$ cat config.mk
export PLATFORM = sky130hd
export DESIGN_NAME = id_ex_stage
export DESIGN_NICKNAME = d
export VERILOG_FILES = /design/src/rtl/id_ex_stage.sv
export SDC_FILE = /design/constraint.sdc
export NUM_CORES = 1
export LEC_CHECK = 0
export CAP_MARGIN = 25
export CORE_MARGIN = 8
export CORE_UTILIZATION = 29
export DETAILED_ROUTE_END_ITERATION = 6
export DONT_BUFFER_PORTS = 1
export MAX_ROUTING_LAYER = met4
export SYNTH_ARGS = -nofsm -noshare
export SYNTH_HDL_FRONTEND = slang
export SYNTH_SLANG_ARGS = --single-unit
$ cat constraint.sdc
create_clock -name clk -period 5.2 [get_ports clk]
set_input_delay 0 -clock clk [delete_from_list [all_inputs] [get_ports clk]]
set_output_delay 0 -clock clk [all_outputs]
set_load 0.03 [all_outputs]
$ cat src/rtl/id_ex_stage.sv
// ID/EX pipeline register with load-use bubble insertion and EX operand forwarding selects.
// Optional feature macro: ID_EX_FWD_EN (forwarding on; otherwise hazards stall until the writer retires).
module id_ex_stage #(
  parameter int unsigned DATA_WIDTH = 32,
  parameter int unsigned REG_AW     = 5
) (
  input  logic                  clk,
  input  logic                  rst_n,
  input  logic                  id_valid,
  input  logic [DATA_WIDTH-1:0] id_pc,
  input  logic [DATA_WIDTH-1:0] id_rd1,
  input  logic [DATA_WIDTH-1:0] id_rd2,
  input  logic [DATA_WIDTH-1:0] id_imm,
  input  logic [REG_AW-1:0]     id_rs1,
  input  logic [REG_AW-1:0]     id_rs2,
  input  logic [REG_AW-1:0]     id_rd,
  input  logic                  id_uses_rs1,
  input  logic                  id_uses_rs2,
  input  logic                  id_reg_we,
  input  logic                  id_mem_rd,
  input  logic                  id_alu_src_1_ctr,
  input  logic                  id_alu_src_2_ctr,
  input  logic [3:0]            id_alu_op,
  input  logic                  flush,
  input  logic                  ex_hold,
  input  logic                  exmem_valid,
  input  logic                  exmem_reg_we,
  input  logic [REG_AW-1:0]     exmem_rd,
  input  logic                  memwb_valid,
  input  logic                  memwb_reg_we,
  input  logic [REG_AW-1:0]     memwb_rd,
  output logic                  ex_valid,
  output logic [DATA_WIDTH-1:0] ex_pc,
  output logic [DATA_WIDTH-1:0] ex_rd1,
  output logic [DATA_WIDTH-1:0] ex_rd2,
  output logic [DATA_WIDTH-1:0] ex_imm,
  output logic [REG_AW-1:0]     ex_rd,
  output logic                  ex_reg_we,
  output logic                  ex_mem_rd,
  output logic                  ex_alu_src_1_ctr,
  output logic                  ex_alu_src_2_ctr,
  output logic [3:0]            ex_alu_op,
  output logic [1:0]            rd1_ctr,
  output logic [1:0]            rd2_ctr,
  output logic                  stall_id
);

  localparam int unsigned OP_W = 4;

  typedef struct packed {
    logic [DATA_WIDTH-1:0] pc;
    logic [DATA_WIDTH-1:0] rd1;
    logic [DATA_WIDTH-1:0] rd2;
    logic [DATA_WIDTH-1:0] imm;
    logic [REG_AW-1:0]     rs1;
    logic [REG_AW-1:0]     rs2;
    logic [REG_AW-1:0]     rd;
    logic                  uses_rs1;
    logic                  uses_rs2;
    logic                  reg_we;
    logic                  mem_rd;
    logic                  alu_src_1_ctr;
    logic                  alu_src_2_ctr;
    logic [OP_W-1:0]       alu_op;
  } ex_regs_t;

  typedef enum logic [1:0] {
    UPD_LOAD   = 2'd0,
    UPD_HOLD   = 2'd1,
    UPD_BUBBLE = 2'd2
  } upd_e;

  ex_regs_t ex_q;
  ex_regs_t ex_d;
  logic     ex_valid_q;
  logic     ex_valid_d;
  upd_e     upd;
  logic     lu;
  logic [1:0] rd1_sel;
  logic [1:0] rd2_sel;

  // True when a non-x0 destination matches a source the ID instruction really reads.
  function automatic logic id_reads(input logic [REG_AW-1:0] wr_rd,
                                    input logic u1, input logic [REG_AW-1:0] r1,
                                    input logic u2, input logic [REG_AW-1:0] r2);
    return (wr_rd != '0) && ((u1 && (r1 == wr_rd)) || (u2 && (r2 == wr_rd)));
  endfunction

`ifdef ID_EX_FWD_EN
  function automatic logic [1:0] fwd_sel(input logic uses, input logic [REG_AW-1:0] rs,
                                         input logic em_v, input logic em_we, input logic [REG_AW-1:0] em_rd,
                                         input logic mw_v, input logic mw_we, input logic [REG_AW-1:0] mw_rd);
    if (uses && em_v && em_we && (em_rd != '0) && (em_rd == rs)) return 2'b01;
    if (uses && mw_v && mw_we && (mw_rd != '0) && (mw_rd == rs)) return 2'b10;
    return 2'b00;
  endfunction
`else
  logic unused_fwd;
  assign unused_fwd = ^{ex_q.rs1, ex_q.rs2, ex_q.uses_rs1, ex_q.uses_rs2};
`endif

  // Hazard detection and forwarding selects.
  always_comb begin
    lu      = 1'b0;
    rd1_sel = 2'b00;
    rd2_sel = 2'b00;
`ifdef ID_EX_FWD_EN
    lu = ex_valid_q && ex_q.mem_rd && ex_q.reg_we &&
         id_reads(ex_q.rd, id_uses_rs1, id_rs1, id_uses_rs2, id_rs2);
    rd1_sel = fwd_sel(ex_q.uses_rs1, ex_q.rs1, exmem_valid, exmem_reg_we, exmem_rd,
                      memwb_valid, memwb_reg_we, memwb_rd);
    rd2_sel = fwd_sel(ex_q.uses_rs2, ex_q.rs2, exmem_valid, exmem_reg_we, exmem_rd,
                      memwb_valid, memwb_reg_we, memwb_rd);
`else
    lu = (ex_valid_q && ex_q.reg_we &&
          id_reads(ex_q.rd, id_uses_rs1, id_rs1, id_uses_rs2, id_rs2)) ||
         (exmem_valid && exmem_reg_we &&
          id_reads(exmem_rd, id_uses_rs1, id_rs1, id_uses_rs2, id_rs2)) ||
         (memwb_valid && memwb_reg_we &&
          id_reads(memwb_rd, id_uses_rs1, id_rs1, id_uses_rs2, id_rs2));
`endif
    lu = lu && id_valid;
  end

  // Per-cycle update decision: flush beats hold beats load-use.
  always_comb begin
    upd = UPD_LOAD;
    if (flush)        upd = UPD_BUBBLE;
    else if (ex_hold) upd = UPD_HOLD;
    else if (lu)      upd = UPD_BUBBLE;
  end

  always_comb begin
    ex_d       = ex_q;
    ex_valid_d = ex_valid_q;
    case (upd)
      UPD_LOAD: begin
        ex_valid_d         = id_valid;
        ex_d.pc            = id_pc;
        ex_d.rd1           = id_rd1;
        ex_d.rd2           = id_rd2;
        ex_d.imm           = id_imm;
        ex_d.rs1           = id_rs1;
        ex_d.rs2           = id_rs2;
        ex_d.rd            = id_rd;
        ex_d.uses_rs1      = id_uses_rs1;
        ex_d.uses_rs2      = id_uses_rs2;
        ex_d.reg_we        = id_reg_we;
        ex_d.mem_rd        = id_mem_rd;
        ex_d.alu_src_1_ctr = id_alu_src_1_ctr;
        ex_d.alu_src_2_ctr = id_alu_src_2_ctr;
        ex_d.alu_op        = id_alu_op;
      end
      UPD_BUBBLE: ex_valid_d = 1'b0;
      default: ;
    endcase
  end

  always_ff @(posedge clk or negedge rst_n) begin
    if (!rst_n) begin
      ex_q       <= '0;
      ex_valid_q <= 1'b0;
    end else begin
      ex_q       <= ex_d;
      ex_valid_q <= ex_valid_d;
    end
  end

  assign ex_valid         = ex_valid_q;
  assign ex_pc            = ex_q.pc;
  assign ex_rd1           = ex_q.rd1;
  assign ex_rd2           = ex_q.rd2;
  assign ex_imm           = ex_q.imm;
  assign ex_rd            = ex_q.rd;
  assign ex_reg_we        = ex_valid_q & ex_q.reg_we;
  assign ex_mem_rd        = ex_valid_q & ex_q.mem_rd;
  assign ex_alu_src_1_ctr = ex_q.alu_src_1_ctr;
  assign ex_alu_src_2_ctr = ex_q.alu_src_2_ctr;
  assign ex_alu_op        = ex_q.alu_op;
  assign rd1_ctr          = rd1_sel;
  assign rd2_ctr          = rd2_sel;
  assign stall_id         = !flush && (ex_hold || lu);

endmodule
==> flow_metrics.tcl, run 1 <==
set metrics [dict create \
    cts_hold_buf 142 \
    root_buffer "clkbuf_16" \
    status "stopped before the end" \
    syn-cell-area_sq_mm 0.00684 \
    synth_cell_types 27 \
    start_util_pct 29.3 \
    syn_inst 506 \
    ctsLongestPathBuffers 2 \
    cts_sinks 142 \
    cts_setup_buffers 0 \
    htree_levels 4 \
    place.port_buffers 0 \
    hpwl_um 11100 \
    fp-row-count 56 \
    haltStage "clock tree synthesis" \
    die-height_um 170 \
    ctsResizeCount 0 \
    ys_ff_latch 142 \
    io_pins 319 \
    numCtsBuffers 17 \
    synth_area_per_cell_sq_um 13.5 \
    yosysWarnings 0 \
    place_inst 674 \
    ys_seq_area_share_pct 51.9 \
    stop_error "[ERROR RSZ-0060] Max buffer count reached." \
    gp_congestion 0.839 \
    die_w_um 170 \
]
## kinds of logic after synthesis
family	Yosys count	share of synthesized area [%]
AOI/OAI and AO/OA	11	1.41
buffers and inverters	158	17.6
DFF	142	51.9
xor gates and xnor gates	30	3.84
and+or+nand+nor	23	1.94
muxes	141	23.2
other	1	0.0548
## cells in the mapped netlist
master / count / area share, %
a31oi_1: 1 / 0.091
a21oi_1: 1 / 0.073
buf_4: 141 / 15
mux2_2: 51 / 8.4
o21ai_0: 2 / 0.15
nor2_1: 3 / 0.16
o21ba_2: 1 / 0.15
o21a_1: 1 / 0.11
inv_1: 2 / 0.11
buf_8: 1 / 0.22
or4_1: 3 / 0.33
nor4_1: 6 / 0.55
buf_6: 9 / 1.5
o211ai_1: 3 / 0.33
conb_1: 1 / 0.055
xnor2_1: 6 / 0.77
xor2_1: 24 / 3.1
nand4_1: 1 / 0.091
buf_2: 5 / 0.37
nand2_1: 2 / 0.11
and3_1: 4 / 0.37
dfrtp_1: 142 / 52
and2_1: 2 / 0.18
mux2_1: 90 / 15
a211o_1: 1 / 0.13
nand3_1: 2 / 0.15
o2111ai_4: 1 / 0.38
## metrics by stage
stage                     setup WS [ps]  area [sq um]
after floorplan                    3040          6860
after global placement             2350          6070
after detailed placement           2310          6070
==> run 2: changes to the inputs <==
- CORE_UTILIZATION: 29 -> 20
- MAX_ROUTING_LAYER: met4 -> not set
- PLACE_DENSITY_LB_ADDON: not set -> 0.15
==> run 2 against run 1 <==
Against the previous run: the flow now finishes without violations; synthesized cell count did not move; area after synthesis did not move.
==> flow_metrics.tcl, run 2 <==
set metrics [dict create \
    ant_nets 0 \
    drive_gt1_share_pct 16.5 \
    yosysWarnings 0 \
    end_kind "register" \
    worstReg2RegStart "ex_rd[0]$_DFFE_PN0N_" \
    wl_per_cell_um 17.9 \
    met3_usage_pct 4.13 \
    yosysTopAreaCell "dfrtp_1" \
    io_pins 319 \
    worst_pin_slew_ps 1040 \
    synth.most_common_cell "dfrtp_1" \
    status "finished clean" \
    p_leak_nw 3.38 \
    rsz0062_at_grt "no" \
    grt_max_degree 143 \
    root_buffer "clkbuf_16" \
    critPathLaunchType "register" \
    syn_inst 506 \
    antenna_cells 0 \
    setup_viol 0 \
    drt_iter0_drc 98 \
    dr.pass1.iters 4 \
    ctsLongestPathBuffers 2 \
    ys_ff_latch 142 \
    required_ps 5500 \
    finalHoldViolations 0 \
    fp-row-count 67 \
    synth_area_per_cell_sq_um 13.5 \
    grt_first_pass_wirelength_um 27400 \
    syn-cell-area_sq_mm 0.00684 \
    core-area_sq_mm 0.0336 \
    skew_ps 11.0 \
    viasPerCell 3.72 \
    ys_seq_area_share_pct 51.9 \
    p_per_area_mw_per_mm2 401 \
    dieArea_sq_mm 0.0404 \
    maxSlewHeadroom_pct 30.4 \
    drv_cap 0 \
    synthArstFlopShare_pct 100 \
    track_usage_pct 8.81 \
    synthTopCellsByCount "dfrtp_1 (142), buf_4 (141), mux2_1 (90)" \
    fmax_mhz 336 \
    numCtsBuffers 17 \
    met1_usage_pct 8.46 \
    busiest_layer "met2" \
    drcViolationCount 0 \
    fill_cells 3469 \
    crit_type "reg -> reg" \
    final_common_cell "dlygate4sd3_1" \
    hold_class "in -> out" \
    arrival_ps 3280 \
    dp_slack_ps 2230 \
    seq_area_sq_mm 0.00355 \
    die-height_um 201 \
    ir_drop_v 0.000215 \
    htree_levels 4 \
    min_period_ps 2980 \
    grt_pass1_vias 4385 \
    layout_common_cells "dlygate4sd3_1 (144), dfrtp_1 (142), mux2_1 (90)" \
    tns_ps 0 \
    drv_slew 0 \
    gp_congestion 0.783 \
    wl_um 17600 \
    period_share_pct 57.2 \
    area_delta_synth_final_pct 21.2 \
    insertion_delay_ps 430 \
    antenna_found_initial 1 \
    overflow 0 \
    cp-startpoint "ex_rd[0]$_DFFE_PN0N_" \
    synth_edf_count 0 \
    clkTransAtPathRegs_ps 70 \
    use_met2_pct 15.6 \
    power_mw 3.33 \
    start_util_pct 20.4 \
    die_w_um 201 \
    vias 3641 \
    cts_tree "done" \
    setup_ws_ps 2220 \
    hp-start "flush" \
    synth_top_area_share_pct 51.9 \
    cts_setup_buffers 0 \
    hpwl_um 12800 \
    worstPathMaxFanout 76 \
    synth_flop_cell "dfrtp_1" \
    cts_sinks 142 \
    layout.nets 691 \
    synth_cell_types 27 \
    ys_top_cells_by_area "dfrtp_1 (52%), buf_4 (15%), mux2_1 (15%)" \
    place.port_buffers 0 \
    multiInputGateArea_sq_mm 0.00209 \
]
run 2: layout make-up:
type / count / area share [%]
sequential: 142 / 42.8
multi-input combinational: 209 / 25.2
timing repair buffer: 147 / 17.9
tap: 448 / 6.76
clock buffer: 18 / 5.29
clock inverter: 14 / 1.89
inverter: 2 / 0.0905
run 2: kinds of logic after synthesis:
family / count (synthesis) / share of synthesized area (%)
buffers and inverters: 158 / 17.6
DFF: 142 / 51.9
other: 1 / 0.0548
muxes: 141 / 23.2
AOI/OAI and AO/OA: 11 / 1.41
xor gates and xnor gates: 30 / 3.84
and+or+nand+nor: 23 / 1.94
run 2: repair_timing:
item	4_1_cts	5_1_grt
endpoints found under the hold margin	284	0
gates resized for setup	0	0
endpoints found under the setup margin	0	0
hold buffers	145	0
run 2: layer usage:
metal	wire [um]	vias up
li1	-	1599
met1	5980	1825
met4	576	2
met2	9360	181
met3	1630	34
met5	13	-
run 2: path summary, 6_finish.rpt:
check / slack, ps / end / cells after the start
worst min-delay path: 210 / stall_id / 1
worst max-delay path: 2220 / ex_rd1[11]$_DFFE_PN0N_ / 7
worst min register to register: 510 / ex_q[7]$_DFFE_PN0N_ / 1
min in group asynchronous: 260 / ex_rd1[2]$_DFFE_PN0N_ / 2
worst max register to register: 2220 / ex_rd1[11]$_DFFE_PN0N_ / 7
max in group asynchronous: 4410 / ex_pc[6]$_DFFE_PN0N_ / 2
run 2: critical path, stage by stage, from the launching register on:
cell	delay [ps]
dfrtp_1	550
xor2_1	240
nor4_1	290
and3_1	220
o211ai_1	150
o2111ai_4	120
buf_4	740
mux2_1	400
run 2: power by group:
| group | internal, mW | leakage, nW | switching (mW) |
|---|---|---|---|
| Sequential | 1.27 | 1.67 | 0.491 |
| Combinational | 0.205 | 1.42 | 0.122 |
| Clock | 0.727 | 0.292 | 0.515 |
run 2: stage by stage:
step,instances,hold slack (ps),instance area (sq um),utilization (%)
floorplan,509,-296,6860,-
global placement,803,-290,6230,18.5
detailed placement,803,-291,6230,18.5
CTS,980,184,8300,24.7
global route,980,201,8300,24.7
finish,980,213,8300,24.7
Note: power is estimated with default switching activity, not from simulation.
==> run 3: changes to the inputs <==
- clock period: 5.2 -> 2.85 ns (I/O delays scaled with it)
==> run 3 against run 2 <==
Against the previous run: the run now ends with hold timing left; largest power group unchanged; total power increased by 83%; final cell count increased by 0.61%; highest routed layer unchanged; critical path type unchanged; flip-flop and latch count unchanged; clock skew decreased by 1.8 ps.
==> flow_metrics.tcl, run 3 (synthesis results as in run 2) <==
set metrics [dict create \
    tns_ps 0 \
    layout_common_cells "dlygate4sd3_1 (143), dfrtp_1 (142), mux2_1 (90)" \
    area_delta_synth_final_pct 22.0 \
    timing.hold.ws_ps -731 \
    dieArea_sq_mm 0.0404 \
    clkTransAtPathRegs_ps 60 \
    pwr-share-clk_pct 38.0 \
    share_comb_of_total_power_pct 10.0 \
    arrival_ps 2720 \
    gp_congestion 0.750 \
    crit_type "reg -> reg" \
    track_usage_pct 8.86 \
    fmax_mhz 413 \
    start_util_pct 20.4 \
    finalHoldViolations 142 \
    status "finished with violations" \
    cp_cell_sequence "or4_1, o21a_1, o211ai_1, o2111ai_4, buf_12, mux2_1" \
    cts_sinks 142 \
    cts_hold_buf 143 \
    violations "hold timing" \
    power_switching_mw 1.99 \
    rsz0062_at_grt "no" \
    setup_viol 0 \
    switching_share_pct 32.6 \
    utilization_pct 24.8 \
    fp-row-count 67 \
    insertion_delay_ps 430 \
    ant_nets 0 \
    overflow 0 \
    drt_iter0_drc 109 \
    worst_path_largest_cell_delay_ps 570 \
    p_per_area_mw_per_mm2 731 \
    die_w_um 201 \
    antenna_found_initial 3 \
    ctsLongestPathBuffers 2 \
    skew_ps 9.29 \
    wl_um 17600 \
    hold_class "in -> async" \
    cts_tree "done" \
    drive_gt1_share_pct 17.2 \
    p_leak_nw 3.40 \
    multiInputGateArea_sq_mm 0.00209 \
    drv_slew 0 \
    critPathLaunchType "register" \
    p_int_mw 4.11 \
    wl_per_cell_um 17.9 \
    period_share_pct 85.0 \
    finalInstanceArea_sq_mm 0.00835 \
    root_buffer "clkbuf_16" \
    crit_slowest_cell "or4_1" \
    hpwl_um 12900 \
    placed_cell_area_sq_mm 0.00631 \
    dr.pass1.iters 4 \
    htree_levels 4 \
    vias 3633 \
    seq_area_sq_mm 0.00355 \
    core-area_sq_mm 0.0336 \
    drcViolationCount 0 \
    required_ps 3150 \
    cts_setup_buffers 0 \
    place.port_buffers 0 \
    die-height_um 201 \
    ctsResizeCount 0 \
    drv_cap 0 \
    grt_max_degree 143 \
    grt_first_pass_wirelength_um 27500 \
    min_period_ps 2420 \
    final_common_cell "dlygate4sd3_1" \
    fill_cells 3454 \
    p_seq_share_pct 52.0 \
    end_kind "register" \
    grt_pass1_vias 4314 \
    viasPerCell 3.68 \
    power_mw 6.10 \
    layout.nets 696 \
    io_pins 319 \
    numCtsBuffers 17 \
    worstPathMaxFanout 77 \
    ir_drop_v 0.000397 \
]
run 3: cell types whose count changed in the layout (fill, tap and decap cells not counted), sizes merged:
cell         change
clkinvlp         +1
clkbuf           +1
diode            +2
buf              +6
clkinv           -4
dlygate4sd3      -1
bufinv           +1
run 3: layout make-up:
type | count | share of cell area, %
Sequential cell | 142 | 42.6
Multi-Input combinational cell | 209 | 25.1
Timing Repair Buffer | 152 | 18.3
Tap cell | 448 | 6.72
Clock buffer | 19 | 5.31
Clock inverter | 12 | 1.90
Inverter | 2 | 0.0899
Antenna cell | 2 | 0.0600
run 3: through the flow:
| step | worst slack [ps] | instances |
|---|---|---|
| 5_1_grt | 270 | 986 |
| 3_3_place_gp | 520 | 810 |
| 3_5_place_dp | 428 | 810 |
| 6_report | 428 | 986 |
| 4_1_cts | 409 | 984 |
| 2_1_floorplan | 694 | 509 |
run 3: metal layers:
metal / up-vias / track usage, % / share of wire, %
met3: 17 / 3.95 / 8.5
met4: 2 / 3.55 / 2.0
met2: 172 / 15.9 / 55
met5: - / 0 / 0.057
met1: 1838 / 8.78 / 35
li1: 1604 / - / -
run 3: worst paths after layout:
path | start | to | slack, ps | cells after the start
min in group clk | flush | stall_id | 210 | 1
max in group asynchronous | rst_n | ex_pc[30]$_DFFE_PN0N_ | 3400 | 0
min reg2reg | ex_q[6]$_DFFE_PN0N_ | ex_q[6]$_DFFE_PN0N_ | 500 | 1
max | ex_rd[1]$_DFFE_PN0N_ | ex_rd2[29]$_DFFE_PN0N_ | 430 | 6
max reg2reg | ex_rd[1]$_DFFE_PN0N_ | ex_rd2[29]$_DFFE_PN0N_ | 430 | 6
min | rst_n | ex_imm[5]$_DFFE_PN0N_ | -730 | 0
run 3: power groups by stage:
stage	clock network, mW	logic, mW	registers (mW)
5_1_grt	2.53	0.667	3.22
6_report	2.32	0.608	3.17
3_5_place_dp	0	0.459	3.23
3_3_place_gp	0	0.437	3.24
4_1_cts	2.44	0.621	3.19
2_1_floorplan	0	1.44	2.49
run 3: critical path: cells and delay by family, from the launching register on:
| family | cells | cell delay (ps) |
|---|---|---|
| mux | 1 | 400 |
| compound gates | 3 | 540 |
| buf+inv | 1 | 230 |
| flops | 1 | 430 |
| simple gates | 1 | 570 |
